==> src/rtl/alu_pkg.sv <==
// -----------------------------------------------------------------------------
// alu_pkg
// Shared definitions for the ALU request issuer:
//   - opcode encodings presented on req_op / alu_op
//   - issuer state encoding
//   - canonical quiet NaN returned for reserved opcodes
//   - bit positions inside the 5-bit response flag word {err,nan,inf,zero,sign}
// -----------------------------------------------------------------------------
package alu_pkg;

  // Opcodes. Any value with bit 2 set is reserved and never reaches the ALU.
  localparam logic [2:0] OP_ADD = 3'b000;
  localparam logic [2:0] OP_SUB = 3'b001;
  localparam logic [2:0] OP_DIV = 3'b010;
  localparam logic [2:0] OP_MUL = 3'b011;

  typedef enum logic [1:0] {
    ST_IDLE = 2'd0,
    ST_WAIT = 2'd1,
    ST_DONE = 2'd2
  } state_t;

  localparam logic [31:0] CANON_NAN = 32'h7FC0_0000;

  localparam int FLAG_W    = 5;
  localparam int FLAG_SIGN = 0;
  localparam int FLAG_ZERO = 1;
  localparam int FLAG_INF  = 2;
  localparam int FLAG_NAN  = 3;
  localparam int FLAG_ERR  = 4;

  // Flags reported for a reserved opcode: error plus NaN.
  localparam logic [FLAG_W-1:0] RSVD_FLAGS =
    FLAG_W'((1 << FLAG_ERR) | (1 << FLAG_NAN));

  function automatic logic op_is_reserved(input logic [2:0] op);
    return op[2];
  endfunction

endpackage

==> src/rtl/fp_classify.sv <==
// -----------------------------------------------------------------------------
// fp_classify
// Purely combinational IEEE-754 single-precision classifier.
//   value_i : 32-bit word to classify
//   nan_o   : exponent all ones, fraction non-zero
//   inf_o   : exponent all ones, fraction zero
//   zero_o  : exponent zero, fraction zero (either sign)
//   sign_o  : bit 31
// -----------------------------------------------------------------------------
module fp_classify (
  input  logic [31:0] value_i,
  output logic        nan_o,
  output logic        inf_o,
  output logic        zero_o,
  output logic        sign_o
);

  logic exp_ones;
  logic exp_zero;
  logic frac_zero;

  assign exp_ones  = &value_i[30:23];
  assign exp_zero  = ~|value_i[30:23];
  assign frac_zero = ~|value_i[22:0];

  assign nan_o  = exp_ones & ~frac_zero;
  assign inf_o  = exp_ones &  frac_zero;
  assign zero_o = exp_zero &  frac_zero;
  assign sign_o = value_i[31];

endmodule

==> src/rtl/alu_issuer.sv <==
// -----------------------------------------------------------------------------
// alu_issuer
// Accepts one floating-point request at a time, holds its operands on the
// ALU inputs for LATENCY clock edges, captures the ALU result and presents it
// with classification flags on a valid/ready response port.
//
// Ports
//   clk, rst_n                 clock, asynchronous active-low reset
//   req_valid/req_ready        request handshake
//   req_a, req_b, req_op       request operands and opcode
//   alu_a, alu_b, alu_op       registered operands to the fixed-latency ALU
//   alu_o                      ALU result, sampled on the capture edge only
//   rsp_valid/rsp_ready        response handshake
//   rsp_data, rsp_flags,rsp_op captured result, {err,nan,inf,zero,sign}, opcode
//
// LATENCY must lie in 1..15 (the wait counter is 4 bits wide).
// -----------------------------------------------------------------------------
module alu_issuer
  import alu_pkg::*;
#(
  parameter int unsigned LATENCY = 2
) (
  input  logic        clk,
  input  logic        rst_n,
  input  logic        req_valid,
  output logic        req_ready,
  input  logic [31:0] req_a,
  input  logic [31:0] req_b,
  input  logic [2:0]  req_op,
  output logic [31:0] alu_a,
  output logic [31:0] alu_b,
  output logic [2:0]  alu_op,
  input  logic [31:0] alu_o,
  output logic        rsp_valid,
  input  logic        rsp_ready,
  output logic [31:0] rsp_data,
  output logic [4:0]  rsp_flags,
  output logic [2:0]  rsp_op
);

  // The counter starts at 0 on the edge after acceptance, so the edge on
  // which it reads LATENCY-1 is the LATENCY-th edge after the operands settled.
  localparam logic [3:0] CAPTURE_CNT = 4'(LATENCY - 1);

  state_t            state_q;
  logic [3:0]        cnt_q;
  logic              run_q;   // low through reset and until the first edge after it
  logic [31:0]       alu_a_q;
  logic [31:0]       alu_b_q;
  logic [2:0]        alu_op_q;
  logic              rsp_valid_q;
  logic [31:0]       rsp_data_q;
  logic [FLAG_W-1:0] rsp_flags_q;
  logic [2:0]        rsp_op_q;

  logic              accept;
  logic              cls_nan;
  logic              cls_inf;
  logic              cls_zero;
  logic              cls_sign;
  logic [FLAG_W-1:0] flags_d;

  fp_classify u_classify (
    .value_i (alu_o),
    .nan_o   (cls_nan),
    .inf_o   (cls_inf),
    .zero_o  (cls_zero),
    .sign_o  (cls_sign)
  );

  always_comb begin
    flags_d            = '0;
    flags_d[FLAG_NAN]  = cls_nan;
    flags_d[FLAG_INF]  = cls_inf;
    flags_d[FLAG_ZERO] = cls_zero;
    flags_d[FLAG_SIGN] = cls_sign;
  end

  // Ready in DONE only when the current response leaves on the same edge,
  // which gives the zero-bubble hand-over between consecutive requests.
  assign req_ready = run_q & ((state_q == ST_IDLE) |
                              ((state_q == ST_DONE) & rsp_ready));
  assign accept    = req_valid & req_ready;

  always_ff @(posedge clk or negedge rst_n) begin
    if (!rst_n) begin
      state_q     <= ST_IDLE;
      cnt_q       <= '0;
      run_q       <= 1'b0;
      alu_a_q     <= '0;
      alu_b_q     <= '0;
      alu_op_q    <= '0;
      rsp_valid_q <= 1'b0;
      rsp_data_q  <= '0;
      rsp_flags_q <= '0;
      rsp_op_q    <= '0;
    end else begin
      run_q <= 1'b1;

      case (state_q)
        ST_IDLE: ;
        ST_WAIT: begin
          cnt_q <= cnt_q + 4'd1;
          if (cnt_q == CAPTURE_CNT) begin
            rsp_data_q  <= alu_o;
            rsp_flags_q <= flags_d;
            rsp_op_q    <= alu_op_q;
            rsp_valid_q <= 1'b1;
            state_q     <= ST_DONE;
          end
        end
        ST_DONE: begin
          if (rsp_ready) begin
            rsp_valid_q <= 1'b0;
            state_q     <= ST_IDLE;
          end
        end
        default: state_q <= ST_IDLE;
      endcase

      // Placed last so a new request overrides the DONE -> IDLE exit above.
      if (accept) begin
        alu_a_q  <= req_a;
        alu_b_q  <= req_b;
        alu_op_q <= req_op;
        cnt_q    <= '0;
        if (op_is_reserved(req_op)) begin
          rsp_data_q  <= CANON_NAN;
          rsp_flags_q <= RSVD_FLAGS;
          rsp_op_q    <= req_op;
          rsp_valid_q <= 1'b1;
          state_q     <= ST_DONE;
        end else begin
          state_q <= ST_WAIT;
        end
      end
    end
  end

  assign alu_a     = alu_a_q;
  assign alu_b     = alu_b_q;
  assign alu_op    = alu_op_q;
  assign rsp_valid = rsp_valid_q;
  assign rsp_data  = rsp_data_q;
  assign rsp_flags = rsp_flags_q;
  assign rsp_op    = rsp_op_q;

endmodule

==> config.mk <==
export PLATFORM = sky130hd
export DESIGN_NAME = alu_issuer
export DESIGN_NICKNAME = d
export VERILOG_FILES = /design/src/rtl/alu_pkg.sv /design/src/rtl/fp_classify.sv /design/src/rtl/alu_issuer.sv
export SDC_FILE = /design/constraint.sdc
export NUM_CORES = 1
export LEC_CHECK = 0
export BUFFER_PORTS_ARGS = -buffer_cell sky130_fd_sc_hd__buf_2
export CELL_PAD_IN_SITES_DETAIL_PLACEMENT = 1
export CELL_PAD_IN_SITES_GLOBAL_PLACEMENT = 1
export CORE_AREA = 3 3 94 141
export CTS_CLUSTER_DIAMETER = 200
export CTS_CLUSTER_SIZE = 24
export DETAILED_ROUTE_END_ITERATION = 6
export DIE_AREA = 0 0 97 144
export GPL_TIMING_DRIVEN = 0
export PLACE_DENSITY = 0.85
export SYNTH_ARGS = -nofsm -noshare
export SYNTH_HDL_FRONTEND = slang
export SYNTH_SLANG_ARGS = --single-unit
==> constraint.sdc <==
create_clock -name clk -period 5.5 [get_ports clk]
set_clock_uncertainty 0.05 [all_clocks]
set_input_delay 0.275 -clock clk [delete_from_list [all_inputs] [get_ports clk]]
set_output_delay 0.275 -clock clk [all_outputs]
set_load 0.05 [all_outputs]
# == Word level (Yosys, flattened, before mapping) ==
# Index checks and enable logic that the tools add are counted.
# classes
bitwise,7
n_eq_ne,6
addsub,1
muxes,24
reduce_logical,8
# ops
operator,n
$mux W32,4
$reduce_or A23 Y1,1
$mux W5,4
$mux W3,4
$mux W2,4
$mux W4,2
$reduce_and A8 Y1,1
$reduce_or A8 Y1,1
$and A1 B1 Y1,6
$ne A3 B3 Y1 const B,2
$pmux W2 S3,1
$add A4 B1 Y4 const B,1
$eq A4 B1 Y1 const B,1
$mux W1,4
$reduce_and A3 Y1,1
$eq A2 B1 Y1 const B,1
$eq A2 B2 Y1 const B,1
$logic_not A1 Y1,2
$logic_not A2 Y1,1
$ne A2 B2 Y1 const B,1
$pmux W1 S2,1
$reduce_bool A2 Y1,1
$or A1 B1 Y1,1
# totals
register_bits,115

# == Logic depth before layout (Yosys ltp) ==
# logic_depth
word_depth,7
depth_mapped,8
ltp_nobuf,6

# == Hierarchy ==
# From an unflattened synthesis, not the netlist that was laid out.
# hier_totals
cells_unflattened,382
hier_area_um2,4921.0
# by_module_without_submodules
module,area_each_um2,cells_each,instances
alu_issuer,4812.1,364,1
fp_classify,108.9,18,1

# == Least setup slack after synthesis ==
# No wires, ideal clock.
# synth_timing
path_type,reg2reg
startpoint,reg state_q[0]
endpoint,reg rsp_flags_q[2] (netlist: rsp_flags[2])
setup_time_ps,81
arrival_ps,1681
stages_incl_launch_ff,8
required_time_ps,5369
setup_slack_ps,3688
n_path_buf,1
path_cell_list,dfrtp_1 -> inv_1 -> ha_1 -> a21o_1 -> and4_4 -> buf_6 -> or4_4 -> o22ai_2
# synth_between
elab_chain_cells,6
# synth_lines
element,line_no,source
"start, declared",alu_issuer.sv:45,state_t state_q;
"start signal, assigned",alu_issuer.sv:87,state_q <= ST_IDLE;
"start signal, assigned",alu_issuer.sv:109,state_q <= ST_DONE;
"start signal, assigned",alu_issuer.sv:115,state_q <= ST_IDLE;
$eq A2 B2 Y1,alu_issuer.sv:82,((state_q == ST_DONE) & rsp_ready));
$and A1 B1 Y1,alu_issuer.sv:82,
$or A1 B1 Y1,alu_issuer.sv:81,assign req_ready = run_q & ((state_q == ST_IDLE) |
$and A1 B1 Y1,alu_issuer.sv:81,
$and A1 B1 Y1,alu_issuer.sv:83,assign accept = req_valid & req_ready;
$mux W5 *,alu_issuer.sv:122,if (accept) begin
"end signal, assigned",alu_issuer.sv:106,rsp_flags_q <= flags_d;
"end, declared",alu_issuer.sv:53,logic [FLAG_W-1:0] rsp_flags_q;
# Every way passes the cells marked *; elsewhere a longest branch is shown, timed or not.
# A chain may end at the register's enable or synchronous reset.

# == Final worst setup path ==
# layout_timing
startpoint,reg state_q[0]
endpoint,reg alu_a_q[26] (netlist: alu_a[26])
# layout_between
elab_chain_cells,5
# layout_lines
element,line_no,source
$eq A2 B2 Y1,alu_issuer.sv:82,
$and A1 B1 Y1,alu_issuer.sv:82,
$or A1 B1 Y1 *,alu_issuer.sv:81,
$and A1 B1 Y1 *,alu_issuer.sv:81,
$and A1 B1 Y1 *,alu_issuer.sv:83,
"end signal, assigned",alu_issuer.sv:123,alu_a_q <= req_a;
"end, declared",alu_issuer.sv:48,logic [31:0] alu_a_q;
# Marked as above.

==> flow_metrics.tcl <==
set metrics [dict create \
    run_status "completed" \
    mostFrequentLayoutCells "225 x buf_2, 115 x dfrtp_1, 78 x nand2_1" \
    synth_top_area_cell "dfrtp_1" \
    yosysWarningCount 0 \
    dp_hpwl_mm 11.3 \
    rr_startpoint "state_q[0]$_DFFE_PN0P_" \
    fin_cells 773 \
    synth-edff-count 0 \
    maxSlewViolCount 0 \
    slew_headroom 0.601 \
    fin_crit_sh 0.389 \
    crit_chain "inv_1, ha_1, a21o_1, and3_1, buf_2, buf_2, mux2_1" \
    async_reset_ff_frac 1.00 \
    max_freq_mhz 467 \
    htreeDepth 4 \
    drcViolationCount 0 \
    synth.top_cells.by_area "dfrtp_1 62%, mux2_1 16%, nand2_1 6.4%, a21oi_1 2.9%, buf_2 1.6%" \
    synth-main-ff-cell "dfrtp_1" \
    grt_start_max_net_pins 73 \
    syn2layout_area_growth_pct 40.8 \
    r2r_end "alu_a[26]$_DFFE_PN0N_" \
    drtIter0Drc 73 \
    vias 3805 \
    rows 49 \
    grt_pass1_wl_mm 22.5 \
    gp_congestion 0.807 \
    p_total_mw 5.02 \
    cp_slowest_stage_delay_ps 380 \
    critPathLaunchType "register" \
    syn_nets 482 \
    overflow 0 \
    hold_start "req_op[2]" \
    synth-seq-area-share 0.624 \
    tritoncts "yes" \
    syn-instance-count 374 \
    die-area_um2 14000 \
    final_common_cell "buf_2" \
    crit_top_cell "buf_2" \
    required_ps 5730 \
    post-route-util 0.537 \
    final_hold_viol_count 0 \
    yosysUniqueCellTypes 37 \
    cts-root-buf "clkbuf_16" \
    netlist_area_um2 4610 \
    final_layout_size_suffix_gt1_frac 0.426 \
    slowest_stage "dfrtp_1" \
    grtUsageTotal 0.206 \
    antenna_found_initial 1 \
    cap_violations 0 \
    worstHoldPathCells 2 \
    rrSetupSlack_ps 3360 \
    syn_avg_cell_area_um2 12.3 \
    clk_pin_slew_ps 60 \
    ir_drop_v 0.000400 \
    worstSetupEndpointType "register" \
    coreArea_um2 12100 \
    power.density_nw_per_um2 774 \
    r2r_cells 7 \
    timing.setup.tns_ps 0 \
    die_w_um 97 \
    worst_pin_slew_ps 599 \
    cpLargestDelayFamily "buffers and inverters" \
    nNetsFinal 714 \
    routedWlPerCell_um 18.8 \
    via_per_inst 4.92 \
    start_util 0.382 \
    drtPass1Iterations 4 \
    worst_hold_path_type "input port to register" \
    numClockSinks 115 \
    synth-seq-cells 115 \
    clock_latency_ps 400 \
    totalWireLength_mm 14.5 \
    place_inst 739 \
    yosysTopAreaCellShare 0.624 \
    io_buffers 211 \
    ioPinCount 212 \
    grt_pass1_vias 4361 \
    cp_data_arrival_time_ps 2370 \
    cts_buffers 17 \
    fin_crit_ps 2140 \
    final_antenna_net_count 0 \
    fillerInstances 1344 \
    hold_end "state_q[0]$_DFFE_PN0P_" \
    critPathBufInv 3 \
    p_leak_nw 3.24 \
    critPathKind "register to register" \
    cp_max_fo 10 \
    rsz0062_at_grt "false" \
    cts.path.max_buffers 2 \
    cts_setup_buffers 0 \
    die_h_um 144 \
    setup-violations-final 0 \
]
-- layer usage --
layer  GRT usage  part of all wire  up-vias
li1            -                 -     1746
met3      0.0589             0.047       28
met2       0.389              0.57      133
met4      0.0843             0.030        0
met1       0.214              0.35     1898
met5           0                 0        -
-- cells by family (layout without fill, tap and decap cells) --
family | after synthesis | count (layout) | share of synthesized area
simple gates | 118 | 118 | 0.116
flops | 115 | 115 | 0.624
mux | 68 | 68 | 0.166
compound gates | 39 | 39 | 0.0483
buf+inv | 25 | 270 | 0.0261
fa+ha+maj | 5 | 5 | 0.0136
xor+xnor | 3 | 3 | 0.00570
other cells | 1 | 2 | 0.000814
-- how the worst max path moves through the flow --
stage / startpoint / to / slack [ps] / cells past startpoint
final: state_q[0]$_DFFE_PN0P_ / alu_a[26]$_DFFE_PN0N_ / 3360 / 7
after global routing: state_q[1]$_DFFE_PN0P_ / rsp_data[21]$_DFF_PN0_ / 3140 / 8
after CTS: state_q[0]$_DFFE_PN0P_ / alu_b[7]$_DFFE_PN0N_ / 3360 / 7
after detailed placement: state_q[0]$_DFFE_PN0P_ / alu_b[7]$_DFFE_PN0N_ / 3360 / 7
after global placement: rst_n / rsp_data[26]$_DFF_PN0_ / 2810 / 1
after floorplan: state_q[0]$_DFFE_PN0P_ / rsp_flags[2]$_DFF_PN0_ / 3690 / 7
-- state kept, by name, indices dropped and copies added, names as in the netlist --
name and flops:
rsp_op 3, state_q 2, alu_b 32, rsp_data 32, rsp_flags 5, cnt_q 4
alu_a 32, rsp_valid 1, run_q 1, alu_op 3
-- worst register-to-register path: stages (launching register included) --
cell     delay (ps)
dfrtp_1         380
inv_1           110
ha_1            230
a21o_1          140
and3_1          150
buf_2           240
buf_2           350
mux2_1          360
-- cell usage after synthesis, types with 3 or more instances --
master    count
mux2_1       66
nor3_1        3
nand2_1      78
nor4_1        7
nand3_1      11
a21oi_1      27
nand4_1       3
clkbuf_1      5
ha_1          5
nor2_1        5
o21ai_1       3
inv_1         3
buf_2        15
dfrtp_1     115
-- per-stage QoR --
stage	setup slack (ps)	hold slack, ps	instance area, um^2
detailed placement	3360	269	5890
CTS	3360	17.0	6490
floorplan	3690	-70.6	4610
global placement	2810	410	5860
finish	3360	32.0	6490
global route	3140	16.9	6490
-- final cells by class --
class,count,area (um^2),share of cell area
multi-input cells,234,1610,0.248
plain buffers,22,109,0.0168
clock inverters,14,153,0.0235
flip-flops and latches,115,2880,0.443
diodes,1,2.50,0.000386
well taps,153,191,0.0295
repair buffers,213,1100,0.169
clock buffers,18,439,0.0677
inverters,3,11.3,0.00173
-- repair_timing --
action,CTS,global route
endpoints found under the hold margin,43,0
hold buffers,1,0
resized for setup,0,0
-- where the power goes --
part	internal (mW)	switching [mW]	leakage, nW	total [mW]
sequential	1.24	0.211	1.39	1.45
combinational	0.575	1.90	1.56	2.48
clock	0.683	0.407	0.280	1.09
total	2.50	2.52	3.24	5.02
No activity file was read; power rests on OpenSTA's default activity.
